<file path="src/rtl/multi_led_autocal_ctrl_pkg.sv">
// Shared types and defaults for the multi-channel LED auto-calibration controller.
// Latency: n/a (declarations only).
// Backpressure: n/a.
package multi_led_autocal_ctrl_pkg;

  typedef enum logic [2:0] {
    ST_IDLE,
    ST_SETTLE,
    ST_DC_RAMP,
    ST_GAIN_STEP,
    ST_OBSERVE,
    ST_NEXT_CH,
    ST_RUN
  } state_e;

  localparam int DEF_SETTLE_CYC = 3;
  localparam int DEF_DC_TARGET  = 150;
  localparam int DEF_CLIP_LO    = 4;
  localparam int DEF_CLIP_HI    = 250;
  localparam int DEF_OBS_CYC    = 476;
  localparam int DEF_SLOT_CYC   = 5;

  function automatic int max3(input int a, input int b, input int c);
    int m;
    m = (a > b) ? a : b;
    return (m > c) ? m : c;
  endfunction

  // States in which the front end is owned by calibration.
  function automatic logic is_cal_state(input state_e s);
    return (s == ST_SETTLE) || (s == ST_DC_RAMP) || (s == ST_GAIN_STEP) ||
           (s == ST_OBSERVE) || (s == ST_NEXT_CH);
  endfunction

endpackage

</file>
<file path="src/rtl/multi_led_autocal_ctrl_ch_setting_store.sv">
// Per-channel (dc, gain) calibration result register file.
// Latency: write visible one cycle after we; read is combinational.
// Backpressure: none, a write is accepted every cycle.
// Ports: clk/rst_n (sync, active-low); we/wch/dc/gain write port;
//        rch read select, rd_dc/rd_gain read data.
module ch_setting_store #(
  parameter int NUM_CH = 2,
  parameter int DC_W   = 7,
  parameter int GAIN_W = 4,
  parameter int CH_W   = 1
) (
  input  logic              clk,
  input  logic              rst_n,
  input  logic              we,
  input  logic [CH_W-1:0]   wch,
  input  logic [DC_W-1:0]   dc,
  input  logic [GAIN_W-1:0] gain,
  input  logic [CH_W-1:0]   rch,
  output logic [DC_W-1:0]   rd_dc,
  output logic [GAIN_W-1:0] rd_gain
);

  logic [DC_W-1:0]   dc_q   [NUM_CH];
  logic [DC_W-1:0]   dc_d   [NUM_CH];
  logic [GAIN_W-1:0] gain_q [NUM_CH];
  logic [GAIN_W-1:0] gain_d [NUM_CH];

  always_comb begin
    for (int i = 0; i < NUM_CH; i++) begin
      dc_d[i]   = dc_q[i];
      gain_d[i] = gain_q[i];
      if (we && (wch == CH_W'(i))) begin
        dc_d[i]   = dc;
        gain_d[i] = gain;
      end
    end
  end

  // Compare-based read keeps out-of-range selects (non power-of-two NUM_CH) at 0.
  always_comb begin
    rd_dc   = '0;
    rd_gain = '0;
    for (int i = 0; i < NUM_CH; i++) begin
      if (rch == CH_W'(i)) begin
        rd_dc   = dc_q[i];
        rd_gain = gain_q[i];
      end
    end
  end

  always_ff @(posedge clk) begin
    for (int i = 0; i < NUM_CH; i++) begin
      if (!rst_n) begin
        dc_q[i]   <= '0;
        gain_q[i] <= '0;
      end else begin
        dc_q[i]   <= dc_d[i];
        gain_q[i] <= gain_d[i];
      end
    end
  end

endmodule

</file>
<file path="src/rtl/multi_led_autocal_ctrl.sv">
// NUM_CH LED front-end controller: per-channel DC/PGA auto-calibration, then round-robin sampling.
// Latency: all outputs registered; a run-mode sample appears one cycle after the last slot cycle.
// Backpressure: none; adc_data is consumed every cycle and sample_valid is a one-cycle strobe.
// Ports: clk/rst_n (sync, active-low); adc_data in; cal_start/run_en controls;
//        led_en/dc_comp/pga_gain front-end drive; sample_data/sample_ch/sample_valid out;
//        cal_busy/cal_done/cal_err status.
module multi_led_autocal_ctrl
  import multi_led_autocal_ctrl_pkg::*;
#(
  parameter int NUM_CH     = 2,
  parameter int ADC_W      = 8,
  parameter int DC_W       = 7,
  parameter int GAIN_W     = 4,
  parameter int SETTLE_CYC = DEF_SETTLE_CYC,
  parameter int DC_TARGET  = DEF_DC_TARGET,
  parameter int CLIP_LO    = DEF_CLIP_LO,
  parameter int CLIP_HI    = DEF_CLIP_HI,
  parameter int OBS_CYC    = DEF_OBS_CYC,
  parameter int SLOT_CYC   = DEF_SLOT_CYC,
  localparam int CH_W      = (NUM_CH > 1) ? $clog2(NUM_CH) : 1
) (
  input  logic              clk,
  input  logic              rst_n,
  input  logic [ADC_W-1:0]  adc_data,
  input  logic              cal_start,
  input  logic              run_en,
  output logic [NUM_CH-1:0] led_en,
  output logic [DC_W-1:0]   dc_comp,
  output logic [GAIN_W-1:0] pga_gain,
  output logic [ADC_W-1:0]  sample_data,
  output logic [CH_W-1:0]   sample_ch,
  output logic              sample_valid,
  output logic              cal_busy,
  output logic              cal_done,
  output logic [NUM_CH-1:0] cal_err
);

  // One counter serves settle, observe and slot timing; they never overlap.
  localparam int CNT_MAX = max3(SETTLE_CYC, OBS_CYC, SLOT_CYC);
  localparam int CNT_W   = (CNT_MAX > 1) ? $clog2(CNT_MAX) : 1;
  localparam logic [DC_W-1:0]   DC_MAX   = '1;
  localparam logic [GAIN_W-1:0] GAIN_MAX = '1;

  state_e            state_q, state_d;
  logic [CH_W-1:0]   ch_q, ch_d;
  logic [CNT_W-1:0]  cnt_q, cnt_d;
  logic [DC_W-1:0]   dc_q, dc_d;
  logic [GAIN_W-1:0] gain_q, gain_d;
  logic [NUM_CH-1:0] led_q, led_d;
  logic [ADC_W-1:0]  sdat_q, sdat_d;
  logic [CH_W-1:0]   sch_q, sch_d;
  logic              svld_q, svld_d;
  logic              busy_q, busy_d;
  logic              done_q, done_d;
  logic [NUM_CH-1:0] err_q, err_d;

  logic              st_we;
  logic [DC_W-1:0]   st_dc, rd_dc;
  logic [GAIN_W-1:0] st_gain, rd_gain;
  logic              below_target, clip;

  function automatic logic [NUM_CH-1:0] onehot(input logic [CH_W-1:0] c);
    logic [NUM_CH-1:0] r;
    for (int i = 0; i < NUM_CH; i++) r[i] = (c == CH_W'(i));
    return r;
  endfunction

  // Read port follows ch_d so RUN settings change on the same edge as the channel.
  ch_setting_store #(
    .NUM_CH(NUM_CH), .DC_W(DC_W), .GAIN_W(GAIN_W), .CH_W(CH_W)
  ) u_store (
    .clk    (clk),
    .rst_n  (rst_n),
    .we     (st_we),
    .wch    (ch_q),
    .dc     (st_dc),
    .gain   (st_gain),
    .rch    (ch_d),
    .rd_dc  (rd_dc),
    .rd_gain(rd_gain)
  );

  always_comb begin
    state_d = state_q;
    ch_d    = ch_q;
    cnt_d   = cnt_q;
    dc_d    = dc_q;
    gain_d  = gain_q;
    sdat_d  = sdat_q;
    sch_d   = sch_q;
    svld_d  = 1'b0;
    done_d  = done_q;
    err_d   = err_q;
    st_we   = 1'b0;
    st_dc   = dc_q;
    st_gain = gain_q;
    led_d   = '0;
    busy_d  = 1'b0;

    below_target = adc_data < ADC_W'(DC_TARGET);
    clip         = (adc_data < ADC_W'(CLIP_LO)) || (adc_data > ADC_W'(CLIP_HI));

    case (state_q)
      ST_IDLE: begin
        if (cal_start) begin
          done_d  = 1'b0;
          err_d   = '0;
          ch_d    = '0;
          cnt_d   = '0;
          state_d = ST_SETTLE;
        end else if (run_en && done_q) begin
          ch_d    = '0;
          cnt_d   = '0;
          state_d = ST_RUN;
        end
      end
      ST_SETTLE: begin
        if (cnt_q == CNT_W'(SETTLE_CYC - 1)) begin
          cnt_d   = '0;
          state_d = ST_DC_RAMP;
        end else begin
          cnt_d = cnt_q + CNT_W'(1);
        end
      end
      ST_DC_RAMP: begin
        if (below_target) begin
          state_d = ST_GAIN_STEP;
        end else if (dc_q == DC_MAX) begin
          err_d   = err_q | onehot(ch_q);
          st_we   = 1'b1;
          st_dc   = DC_MAX;
          st_gain = '0;
          state_d = ST_NEXT_CH;
        end else begin
          dc_d = dc_q + DC_W'(1);
        end
      end
      ST_GAIN_STEP: begin
        if (gain_q == GAIN_MAX) begin
          st_we   = 1'b1;
          st_gain = GAIN_MAX;
          state_d = ST_NEXT_CH;
        end else begin
          gain_d  = gain_q + GAIN_W'(1);
          cnt_d   = '0;
          state_d = ST_OBSERVE;
        end
      end
      ST_OBSERVE: begin
        if (clip) begin
          // Current gain clipped; keep the previous, clip-free one (gain_q >= 1 here).
          st_we   = 1'b1;
          st_gain = gain_q - GAIN_W'(1);
          state_d = ST_NEXT_CH;
        end else if (cnt_q == CNT_W'(OBS_CYC - 1)) begin
          state_d = ST_GAIN_STEP;
        end else begin
          cnt_d = cnt_q + CNT_W'(1);
        end
      end
      ST_NEXT_CH: begin
        if (ch_q == CH_W'(NUM_CH - 1)) begin
          done_d  = 1'b1;
          state_d = ST_IDLE;
        end else begin
          ch_d    = ch_q + CH_W'(1);
          cnt_d   = '0;
          state_d = ST_SETTLE;
        end
      end
      ST_RUN: begin
        if (!run_en) begin
          state_d = ST_IDLE;
        end else if (cnt_q == CNT_W'(SLOT_CYC - 1)) begin
          sdat_d = adc_data;
          sch_d  = ch_q;
          svld_d = 1'b1;
          cnt_d  = '0;
          ch_d   = (ch_q == CH_W'(NUM_CH - 1)) ? '0 : ch_q + CH_W'(1);
        end else begin
          cnt_d = cnt_q + CNT_W'(1);
        end
      end
      default: state_d = ST_IDLE;
    endcase

    // Registered front-end drive reflects the state being entered.
    busy_d = is_cal_state(state_d);
    case (state_d)
      ST_SETTLE: begin
        led_d  = onehot(ch_d);
        dc_d   = '0;
        gain_d = '0;
      end
      ST_DC_RAMP, ST_GAIN_STEP, ST_OBSERVE: led_d = onehot(ch_d);
      ST_RUN: begin
        led_d  = onehot(ch_d);
        dc_d   = rd_dc;
        gain_d = rd_gain;
      end
      default: begin
        dc_d   = '0;
        gain_d = '0;
      end
    endcase
  end

  always_ff @(posedge clk) begin
    if (!rst_n) begin
      state_q <= ST_IDLE;
      ch_q    <= '0;
      cnt_q   <= '0;
      dc_q    <= '0;
      gain_q  <= '0;
      led_q   <= '0;
      sdat_q  <= '0;
      sch_q   <= '0;
      svld_q  <= 1'b0;
      busy_q  <= 1'b0;
      done_q  <= 1'b0;
      err_q   <= '0;
    end else begin
      state_q <= state_d;
      ch_q    <= ch_d;
      cnt_q   <= cnt_d;
      dc_q    <= dc_d;
      gain_q  <= gain_d;
      led_q   <= led_d;
      sdat_q  <= sdat_d;
      sch_q   <= sch_d;
      svld_q  <= svld_d;
      busy_q  <= busy_d;
      done_q  <= done_d;
      err_q   <= err_d;
    end
  end

  assign led_en       = led_q;
  assign dc_comp      = dc_q;
  assign pga_gain     = gain_q;
  assign sample_data  = sdat_q;
  assign sample_ch    = sch_q;
  assign sample_valid = svld_q;
  assign cal_busy     = busy_q;
  assign cal_done     = done_q;
  assign cal_err      = err_q;

endmodule

</file>
<file path="config.mk">
export PLATFORM = sky130hd
export DESIGN_NAME = multi_led_autocal_ctrl
export DESIGN_NICKNAME = d
export VERILOG_FILES = /design/src/rtl/multi_led_autocal_ctrl_pkg.sv /design/src/rtl/multi_led_autocal_ctrl_ch_setting_store.sv /design/src/rtl/multi_led_autocal_ctrl.sv
export SDC_FILE = /design/constraint.sdc
export NUM_CORES = 1
export LEC_CHECK = 0
export CAP_MARGIN = 25
export CORE_MARGIN = 3
export CORE_UTILIZATION = 25
export DETAILED_ROUTE_END_ITERATION = 8
export GPL_TIMING_DRIVEN = 0
export SLEW_MARGIN = 25
export SYNTH_ARGS = -nofsm -noshare
export SYNTH_HDL_FRONTEND = slang
export SYNTH_SLANG_ARGS = --single-unit
</file>
<file path="constraint.sdc">
create_clock -name clk -period 4.2 [get_ports clk]
set_clock_uncertainty 0.15 [all_clocks]
set_input_delay 0.84 -clock clk [delete_from_list [all_inputs] [get_ports clk]]
set_output_delay 0.84 -clock clk [all_outputs]
set_load 0.005 [all_outputs]
</file>
==> metrics.md, run 1 <==
| Metric | Value |
|---|---|
| Clk_lat worst skew | `0.33 ns` |
| Pins Over Slew Limit | `0` |
| Clk pin slew, worst setup/hold paths | `around 0.05 ns` |
| Flops & latches, synth | `between 60 and 70` |
| CTS tree | `built` |
| DP HPWL | `~6100 um` |
| Number of buffers on the longest clock path | `2` |
| Yosys top cell area share | `around two fifths` |
| Vert. Die Dim | `between 100 and 150 um` |
| Largest net degree at the start of global routing | `13` |
| Dominant cell type by area after synthesis | `dfxtp_1` |
| Initial DRT Pass Iterations | `5` |
| Via Count | `~2800` |
| First-pass GRT wire length | `~14000 um` |
| Initial DRC count | `133` |
| Total power | `1.471 mW` |
| Num rows | `40` |
| Cts repair resizes | `0` |
| # Max-Cap Violations | `0` |
| Synthesized netlist cell count | `roughly 360` |
| Top FF cell, synth | `dfxtp_1` |
| Detailed Route WL | `just over 8000 um` |
| Main area contributors after synthesis | `dfxtp_1, mux2i_1, nor2_1` |
| Remaining Overflow, GRT | `0` |
| YS warnings | `0` |
| GRT Overall Usage | `12.15%` |
| # DRC | `0` |
| Area growth from synthesis to final layout | `29.66%` |
| Worst setup EP type | `flop` |
| H-tree depth | `3` |
| Fraction of layout cells with a size suffix above 1 | `between 10% and 20%` |
| FMAX | `~0.30 GHz` |
| Net Count, Synth | `374` |
| Worst relative slew slack | `48.10%` |
| Critical path peak fanout | `10` |
| Post-route ant nets | `0` |
| Post-synth EDFFs | `0` |
| Power density over cell area | `365.0 nW/um^2` |
| CTS sink count | `62` |
| Starting density of the core | `roughly a quarter` |
| Antenna violations before repair | `0` |
| Minimum clock period after layout | `around 3.4 ns` |
| Maximum vdd ir drop | `roughly 180 uV` |
| Metal2 WL | `3813 um` |
| Status | `finished, final reports clean` |
| Num CTS Buffers | `9` |
| Post-CTS Setup Bufs | `0` |
| Setup TNS | `0 ns` |
| Critical path class | `in -> reg` |
| Most used cell, CP | `a31oi_1` |
| Syn_area_per_cell | `between 8 and 9 um^2` |
| Nets@finish | `423` |
| Worst path bufs/invs | `2` |
| Via density | `approximately 5` |
| Asr flop ratio synth | `0%` |
| Worst hold path class | `reg -> reg` |
| Synth Cell Area | `around 3100 um^2` |
| Synth cell types | `just under 60` |
| Port bufs | `38` |
| Die area | `roughly 14000 um^2` |
| Met3 routed wirelength | `between 300 and 400 um` |
| Period utilization | `80.70%` |
| Global placement routability congestion | `a little under 0.9` |
| Final number of hold-violating endpoints | `0` |
| Die width | `117.5 um` |
| Wire per inst | `~14 um` |
| Least-Margin Pin Slew | `approximately 0.76 ns` |
| Pleak | `1.383 nW` |
| Sequential fraction of the synthesis area | `between 30% and 40%` |
| CP max-delay cell | `or4b_2` |
| Setup violations, final | `0` |
| Cts hold-fix bufs | `0` |
| Worst path required time | `4.23 ns` |
| Uppermost layer routed | `met4` |
| RSZ-0062 raised after global routing | `no` |
| Critical Path AT | `about 3.4 ns` |
| Root Buffer | `clkbuf_16` |
| Startpoint Class | `input port` |
| CP max stage delay | `about 0.64 ns` |
| I/O pin cnt | `39` |
| CP cell instances | `clkdlybuf4s50_1, or4b_2, a21oi_1, a31oi_1, o211ai_1, nor4_2, a31oi_1, buf_6, o22ai_1` |
| Vias in the first global route | `~2700` |
| M1 WL | `~4000 um` |
| Inserted Diodes | `0` |
| CP delay by family, top | `compound AO/OA/AOI/OAI gates` |
| Core ar. | `between 10000 and 15000 um^2` |
## metrics by stage
| step | util (%) | setup slack (ns) | hold WS (ns) | cell area, um^2 | cells |
|---|---|---|---|---|---|
| finish | 33.42 | 0.8106 | 0.3200 | 4031 | 578 |
| global route | 33.42 | 0.6774 | 0.3591 | 4031 | 578 |
| CTS | 33.42 | 0.8177 | 0.3260 | 4031 | 578 |
| detailed placement | 30.67 | 0.5006 | 0.3185 | 3700 | 562 |
| global placement | 30.67 | 0.4934 | 0.3132 | 3700 | 562 |
| floorplan | - | 1.380 | 0.3031 | 3109 | 356 |
## sequential cells by signal, indices dropped and copies added (netlist names)
register        flops
cnt_q               9
u_store.gain_q      8
dc_comp             7
pga_gain            4
u_store.dc_q       14
ch_q                1
state_q             3
led_en              2
cal_err             2
sample_ch           1
cal_done            1
sample_data         8
sample_valid        1
cal_busy            1
## synth_stat cells, types with 6 or more instances
| cell | n |
|---|---|
| a21oi_1 | 17 |
| clkbuf_1 | 12 |
| and3_1 | 6 |
| a31oi_1 | 7 |
| dfxtp_1 | 62 |
| xor2_1 | 6 |
| nand2_1 | 25 |
| mux2i_1 | 34 |
| o22ai_1 | 12 |
| buf_2 | 6 |
| inv_1 | 7 |
| nor2_1 | 49 |
| nor3_1 | 6 |
| nand3_1 | 12 |
| ha_1 | 6 |
| a211oi_1 | 11 |
| o21ai_0 | 10 |
## cells by family (layout without fill, tap and decap cells)
| kind of cell | Yosys count | count (layout) | synth area share, % |
|---|---|---|---|
| muxes | 35 | 35 | 11.31 |
| buffers and inverters | 28 | 82 | 3.984 |
| AOI/OAI and AO/OA | 77 | 77 | 16.46 |
| xor gates and xnor gates | 7 | 7 | 1.972 |
| DFF | 62 | 62 | 39.92 |
| and+or+nand+nor | 141 | 141 | 23.94 |
| adders and majority gates | 6 | 6 | 2.414 |
## power breakdown
part,internal (mW),total [mW],switching [mW]
clock,0.539,0.815,0.276
combinational,0.0258,0.0623,0.0365
sequential,0.592,0.594,0.00187
total,1.16,1.47,0.314
## worst reg2reg max path, stage by stage (launching register included)
cell      delay, ns
dfxtp_1        0.43
ha_1           0.21
and3_1         0.22
nand4_1        0.20
nor3_4         0.53
a211oi_2       0.16
nor2_2         0.38
buf_2          0.34
mux2i_1        0.23
nor2_1         0.05
## final timing paths
kind | startpoint | to | slack, ns | cells after the start
setup / recovery | cal_start | dc_comp[4]$_SDFFE_PN0P_ | 0.81 | 9
hold / removal | cal_err[0]$_SDFFE_PN0P_ | cal_err[0]$_SDFFE_PN0P_ | 0.32 | 2
setup reg to reg | dc_comp[0]$_SDFFE_PN0P_ | u_store.dc_q[0][6]$_SDFFE_PN0P_ | 1.17 | 9
hold reg to reg | cal_err[0]$_SDFFE_PN0P_ | cal_err[0]$_SDFFE_PN0P_ | 0.32 | 2
## per-layer routing
metal / up-vias / global-route usage, %
met1: 1327 / 16.40
met3: 8 / 2.595
met5: - / 0
li1: 1408 / -
met4: 0 / 3.516
met2: 68 / 19.62
## cell type report
| cell class | instances | area [um^2] |
|---|---|---|
| clock inverter | 6 | 92.59 |
| buffer | 20 | 93.84 |
| sequential | 62 | 1241 |
| timing repair buffer | 38 | 380.4 |
| fill | 1256 | 8030 |
| clock buffer | 10 | 239.0 |
| inverter | 8 | 30.03 |
| tap | 168 | 210.2 |
| multi-input combinational | 266 | 1744 |
## cells in the final DEF, fill, tap and decap left out, types with 4 or more instances in the layout
cell type | Yosys | final
nor2_1 | 49 | 49
clkbuf_16 | 0 | 9
nand4_1 | 4 | 4
clkdlybuf4s50_1 | 0 | 38
o22ai_1 | 12 | 12
nand2_1 | 25 | 25
inv_1 | 7 | 7
xor2_1 | 6 | 6
a31oi_1 | 7 | 7
clkbuf_1 | 12 | 12
nand3_1 | 12 | 12
buf_2 | 6 | 6
nor3_1 | 6 | 6
o21ai_0 | 10 | 10
a22oi_1 | 4 | 4
a21oi_1 | 17 | 17
a211oi_1 | 11 | 11
mux2i_1 | 34 | 34
nor4_1 | 4 | 4
ha_1 | 6 | 6
dfxtp_1 | 62 | 62
and3_1 | 6 | 6
or3_1 | 4 | 4
No activity file was read; power rests on OpenSTA's default activity.
==> run 2, diff against run 1 <==
==> constraint.sdc (replaced) <==
create_clock -name clk -period 3.28 [get_ports clk]
set_clock_uncertainty 0.15 [all_clocks]
set_input_delay 0.656 -clock clk [delete_from_list [all_inputs] [get_ports clk]]
set_output_delay 0.656 -clock clk [all_outputs]
set_load 0.005 [all_outputs]
==> run 2 against run 1 <==
  * Routed wire length increased by 0.16%
  * Sequential power increased by 28%
  * Final cell count unchanged
  * Critical path depth unchanged
  * Sequential cell count unchanged
  * Total power increased by 28%
  * Critical path type unchanged
  * Largest power group unchanged
  * Highest routed layer unchanged
==> metrics.md, run 2 (same netlist as run 1, synthesis figures left out) <==
| Metric | Value |
|---|---|
| Vert. Die Dim | `117.5 um (unchanged)` |
| Comb pwr share | `4.3% (about the same)` |
| Wire per inst | `14.33 um (+0.16%)` |
| Starting density of the core | `25.78% (unchanged)` |
| Most common cell after layout, fill and taps aside | `dfxtp_1` |
| Largest net degree at the start of global routing | `13 (unchanged)` |
| Port bufs | `38 (unchanged)` |
| Sw Ratio | `21.21% (-0.16 points)` |
| GRT Overall Usage | `12.15% (unchanged)` |
| Power density over cell area | `464.8 nW/um^2 (+27%)` |
| H-tree depth | `3 (unchanged)` |
| Die area | `13810 um^2 (unchanged)` |
| Total power | `1.880 mW (+28%)` |
| Max reg flops | `14 (unchanged)` |
| Via density | `4.888 (+0.50%)` |
| Number of buffers on the longest clock path | `2 (unchanged)` |
| Cts hold-fix bufs | `0 (unchanged)` |
| Placed Cells | `562 (unchanged)` |
| Clk pwr share | `55.3% (about the same)` |
| Critical path peak fanout | `10 (unchanged)` |
| Worst path required time | `3.30 ns (-0.93 ns)` |
| Maximum vdd ir drop | `234.3 uV (+27%)` |
| RSZ-0062 raised after global routing | `no` |
| Critical Path AT | `3.13 ns (-0.29 ns)` |
| Critical path startpoint | `adc_data[4]` |
| FMAX | `about 0.32 GHz` |
| Antenna violations before repair | `0 (unchanged)` |
| Core ar. | `12060 um^2 (unchanged)` |
| Post-route ant nets | `0 (unchanged)` |
| Fraction of layout cells with a size suffix above 1 | `10.24% (+0.24 points)` |
| Area occupied by multi-input gates | `1758 um^2 (+0.79%)` |
| I/O pin cnt | `39 (unchanged)` |
| Die width | `117.5 um (unchanged)` |
| Post-route setup slack | `0.1760 ns (-0.6346 ns)` |
| Worst hold path class | `reg -> reg` |
| Internal power | `1.481 mW (+28%)` |
| Worst relative slew slack | `48.90% (+0.80 points)` |
| Seq pwr share | `40.4% (about the same)` |
| Final std cells w/o fill | `578 (unchanged)` |
| Setup TNS | `0 ns (unchanged)` |
| Initial DRC count | `147 (+11%)` |
| Clk pin slew, worst setup/hold paths | `0.05 ns (about the same)` |
| Detailed Route WL | `8285 um (+0.16%)` |
| Status | `finished, final reports clean` |
| Remaining Overflow, GRT | `0 (unchanged)` |
| First-pass GRT wire length | `13810 um (unchanged)` |
| Nets@finish | `423 (unchanged)` |
| Hold_sp | `cal_err[0]$_SDFFE_PN0P_` |
| Vias in the first global route | `2747 (unchanged)` |
| Clk_lat worst skew | `0.32 ns (about the same)` |
| CTS tree | `built` |
| Pins Over Slew Limit | `0 (unchanged)` |
| DP HPWL | `6133 um (unchanged)` |
| Via Count | `2825 (+0.50%)` |
| Period utilization | `a little over nine tenths` |
| Least-Margin Pin Slew | `0.7472 ns (-0.01166 ns)` |
| Initial DRT Pass Iterations | `4 (-1)` |
| Setup violations, final | `0 (unchanged)` |
| # DRC | `0 (unchanged)` |
| Startpoint Class | `input port` |
| FILL cells | `1252 (-0.32%)` |
| Num rows | `40 (unchanged)` |
| P_sw | `0.3989 mW (+27%)` |
| FF-to-FF Start | `dc_comp[0]$_SDFFE_PN0P_` |
| Largest Register | `u_store.dc_q` |
| Root Buffer | `clkbuf_16` |
| Global placement routability congestion | `0.8687 (unchanged)` |
| Pleak | `1.383 nW (about the same)` |
| Final number of hold-violating endpoints | `0 (unchanged)` |
| Worst setup EP type | `flop` |
| Most frequent cells in the layout | `dfxtp_1, nor2_1, clkdlybuf4s50_1` |
| Top Registers | `u_store.dc_q x14, cnt_q x9` |
| Minimum clock period after layout | `3.104 ns` |
| CTS sink count | `62 (unchanged)` |
| Area growth from synthesis to final layout | `30.10%` |
| Sequential standard cell area | `1241 um^2 (unchanged)` |
| Critical path class | `in -> reg` |
| DP Worst Slack | `-0.2354 ns (-0.7360 ns)` |
| # Max-Cap Violations | `0 (unchanged)` |
| Inserted Diodes | `0 (unchanged)` |
| Num CTS Buffers | `9 (unchanged)` |
## run 2: timing repair
action / in CTS / in global routing
buffers inserted: 0 / 0
resized for setup: 0 / 3
setup endpoints to repair: 0 / 12
## run 2: path summary, 6_finish.rpt
check / depth (start not counted) / slack, ns / end
worst min register to register: 2 / 0.32 / cal_err[0]$_SDFFE_PN0P_
worst max register to register: 9 / 0.36 / u_store.dc_q[0][6]$_SDFFE_PN0P_
worst max-delay path: 9 / 0.18 / dc_comp[4]$_SDFFE_PN0P_
worst min-delay path: 2 / 0.32 / cal_err[0]$_SDFFE_PN0P_
## run 2: power groups by stage
stage / sequential, mW / clock [mW] / combinational (mW)
2_1_floorplan: 0.776 / 0 / 0.0421
3_3_place_gp: 0.777 / 0 / 0.0786
3_5_place_dp: 0.777 / 0 / 0.0793
4_1_cts: 0.760 / 1.06 / 0.0798
5_1_grt: 0.761 / 1.09 / 0.0877
6_report: 0.760 / 1.04 / 0.0805
## run 2: through the flow
step	cell area (um^2)	utilization, %	hold slack (ns)
after floorplan	3109	-	0.3031
after global placement	3700	30.67	0.3132
after detailed placement	3700	30.67	0.3185
after CTS	4031	33.42	0.3260
after global routing	4045	33.54	0.3591
final	4045	33.54	0.3234
## run 2: worst max-delay path: stages
cell             delay (ns)
clkdlybuf4s50_1        0.48
a211o_1                0.32
o21ai_1                0.37
nor3_4                 0.15
nor3_2                 0.44
nor4_2                 0.09
a31oi_1                0.30
buf_6                  0.21
o22ai_1                0.11
## run 2: final cells by class
class	count	area share [%]
Clock inverter	6	2.289
Multi-Input combinational cell	266	43.46
Buffer	20	2.320
Timing Repair Buffer	38	9.403
Tap cell	168	5.196
Clock buffer	10	5.908
Sequential cell	62	30.68
Inverter	8	0.7423
## run 2: per-layer routing
layer / global-route usage, % / part of all wire (%)
met2: 19.62 / 46
met5: 0 / 0
met4: 3.516 / 1.3
met3: 2.595 / 3.6
met1: 16.40 / 49
==> run 3, diff against run 2 <==
==> constraint.sdc (replaced) <==
create_clock -name clk -period 3.3 [get_ports clk]
set_clock_uncertainty 0.15 [all_clocks]
set_input_delay 0.66 -clock clk [delete_from_list [all_inputs] [get_ports clk]]
set_output_delay 0.66 -clock clk [all_outputs]
set_load 0.005 [all_outputs]
==> run 3 against run 2 <==
  * Clock power about the same
  * Critical endpoint unchanged
  * Highest routed layer unchanged
  * Die area stayed put
  * Total power shrank 0.50%
  * Non-clock buffer count unchanged
  * Register-to-register slack worse by 0.05 ns
  * Utilization barely moved
==> metrics.md, run 3 (same netlist as run 1, synthesis figures left out) <==
| Metric | Value |
|---|---|
| Die width | `117.5 um (unchanged)` |
| Via density | `4.867 (-0.42%)` |
| Most frequent cells in the layout | `dfxtp_1, nor2_1, clkdlybuf4s50_1` |
| Fraction of layout cells with a size suffix above 1 | `10.24% (unchanged)` |
| First-pass GRT wire length | `13810 um (unchanged)` |
| Post-DP Area | `3700 um^2 (unchanged)` |
| Area occupied by multi-input gates | `1753 um^2 (-0.28%)` |
| P_sw | `0.3984 mW (-0.12%)` |
| Vert. Die Dim | `117.5 um (unchanged)` |
| H-tree depth | `3 (unchanged)` |
| Critical path class | `in -> reg` |
| Setup violations, final | `0 (unchanged)` |
| Seq pwr share | `40.4% (about the same)` |
| Nets@finish | `423 (unchanged)` |
| Max reg flops | `14 (unchanged)` |
| Total power | `1.871 mW (-0.50%)` |
| GRT Overall Usage | `12.15% (unchanged)` |
| Most common cell after layout, fill and taps aside | `dfxtp_1` |
| Setup TNS | `0 ns (unchanged)` |
| Clk pin slew, worst setup/hold paths | `0.05 ns (about the same)` |
| Clk pwr share | `55.3% (about the same)` |
| RSZ-0062 raised after global routing | `no` |
| Worst path required time | `3.33 ns (+0.03 ns)` |
| Least-Margin Pin Slew | `0.7375 ns (-0.009686 ns)` |
| Num rows | `40 (unchanged)` |
| Clk_lat worst skew | `0.32 ns (about the same)` |
| FMAX | `roughly 0.32 GHz` |
| Power density over cell area | `463.1 nW/um^2 (-0.38%)` |
| WHS | `0.3203 ns (-0.003041 ns)` |
| Inserted Diodes | `0 (unchanged)` |
| Minimum clock period after layout | `between 3 and 4 ns` |
| Internal power | `1.472 mW (-0.60%)` |
| Area growth from synthesis to final layout | `29.94%` |
| Top Registers | `u_store.dc_q x14, cnt_q x9` |
| Root Buffer | `clkbuf_16` |
| Final core utilization | `33.50% (-0.041 points)` |
| Largest net degree at the start of global routing | `13 (unchanged)` |
| Die area | `13810 um^2 (unchanged)` |
| Via Count | `2813 (-0.42%)` |
| Cts hold-fix bufs | `0 (unchanged)` |
| Worst hold path class | `reg -> reg` |
| Post-route ant nets | `0 (unchanged)` |
| Startpoint Class | `input port` |
| Vias in the first global route | `2747 (unchanged)` |
| Maximum vdd ir drop | `233.9 uV (-0.21%)` |
| Sequential standard cell area | `1241 um^2 (unchanged)` |
| Final number of hold-violating endpoints | `0 (unchanged)` |
| Pins Over Slew Limit | `0 (unchanged)` |
| Sw Ratio | `21.30% (+0.081 points)` |
| DP HPWL | `6133 um (unchanged)` |
| Pleak | `1.383 nW (about the same)` |
| # DRC | `0 (unchanged)` |
| Comb pwr share | `4.3% (about the same)` |
| Number of buffers on the longest clock path | `2 (unchanged)` |
| Worst relative slew slack | `49.56% (+0.66 points)` |
| Initial DRC count | `175 (+19%)` |
| Num CTS Buffers | `9 (unchanged)` |
| Period utilization | `a little over nine tenths` |
| FILL cells | `1251 (-0.080%)` |
| Port bufs | `38 (unchanged)` |
| Status | `finished, final reports clean` |
| CTS tree | `built` |
| Worst setup EP type | `flop` |
| Antenna violations before repair | `0 (unchanged)` |
| Critical Path AT | `3.12 ns (about the same)` |
| CTS sink count | `62 (unchanged)` |
| Core ar. | `12060 um^2 (unchanged)` |
| Global placement routability congestion | `0.8687 (unchanged)` |
| Initial DRT Pass Iterations | `4 (unchanged)` |
| Detailed Route WL | `8253 um (-0.39%)` |
| Remaining Overflow, GRT | `0 (unchanged)` |
| Largest Register | `u_store.dc_q` |
| I/O pin cnt | `39 (unchanged)` |
| Critical path peak fanout | `10 (unchanged)` |
| Wire per inst | `14.28 um (-0.39%)` |
| # Max-Cap Violations | `0 (unchanged)` |
| Design area | `4040 um^2 (-0.12%)` |
| Starting density of the core | `25.78% (unchanged)` |
## run 3: cell counts in the layout (fill, tap and decap cells not counted)
No cell type changed its count.
## run 3: path summary, 6_finish.rpt
path	startpoint	end	slack, ns	cells after the start
setup / recovery	adc_data[4]	dc_comp[4]$_SDFFE_PN0P_	0.20	9
hold / removal	cal_err[0]$_SDFFE_PN0P_	cal_err[0]$_SDFFE_PN0P_	0.32	2
setup reg to reg	dc_comp[0]$_SDFFE_PN0P_	u_store.dc_q[1][6]$_SDFFE_PN0P_	0.31	9
hold reg to reg	cal_err[0]$_SDFFE_PN0P_	cal_err[0]$_SDFFE_PN0P_	0.32	2
## run 3: critical path, cell delays in order
cell and delay [ns]:
clkdlybuf4s50_1 0.49, a211o_1 0.32, o21ai_1 0.37, nor3_4 0.15, nor3_2 0.43, nor4_2 0.09, a31oi_1 0.29, buf_6 0.21
o22ai_1 0.11
## run 3: what timing repair did
item | in CTS | in global routing
endpoints found under the hold margin | 0 | 0
endpoints found under the setup margin | 0 | 9
buffers inserted | 0 | 0
resized for setup | 0 | 2
## run 3: metrics by stage
stage	std cells	worst slack (ns)
6_report	578	0.2010
2_1_floorplan	356	0.6601
4_1_cts	578	0.09768
3_3_place_gp	562	-0.2266
5_1_grt	578	0.01202
3_5_place_dp	562	-0.2194
## run 3: final cells by class
type | count | share of cell area, %
inverter | 8 | 0.7433
sequential | 62 | 30.72
clock inverter | 6 | 2.292
buffer | 20 | 2.323
multi-input combinational | 266 | 43.39
clock buffer | 10 | 5.915
tap | 168 | 5.203
timing repair buffer | 38 | 9.415
## run 3: routing by layer
| layer | track usage [%] | wire [um] | up-vias |
|---|---|---|---|
| met4 | 3.516 | 111 | 0 |
| met2 | 19.62 | 3749 | 66 |
| li1 | - | - | 1404 |
| met3 | 2.595 | 332 | 14 |
| met5 | 0 | 0 | - |
| met1 | 16.40 | 4060 | 1329 |
## run 3: power by group through the flow
stage / clock network, mW / logic [mW] / registers, mW
after floorplan: 0 / 0.0418 / 0.772
after global placement: 0 / 0.0781 / 0.772
after detailed placement: 0 / 0.0788 / 0.772
after CTS: 1.05 / 0.0794 / 0.756
after global routing: 1.08 / 0.0872 / 0.756
final: 1.04 / 0.0797 / 0.756
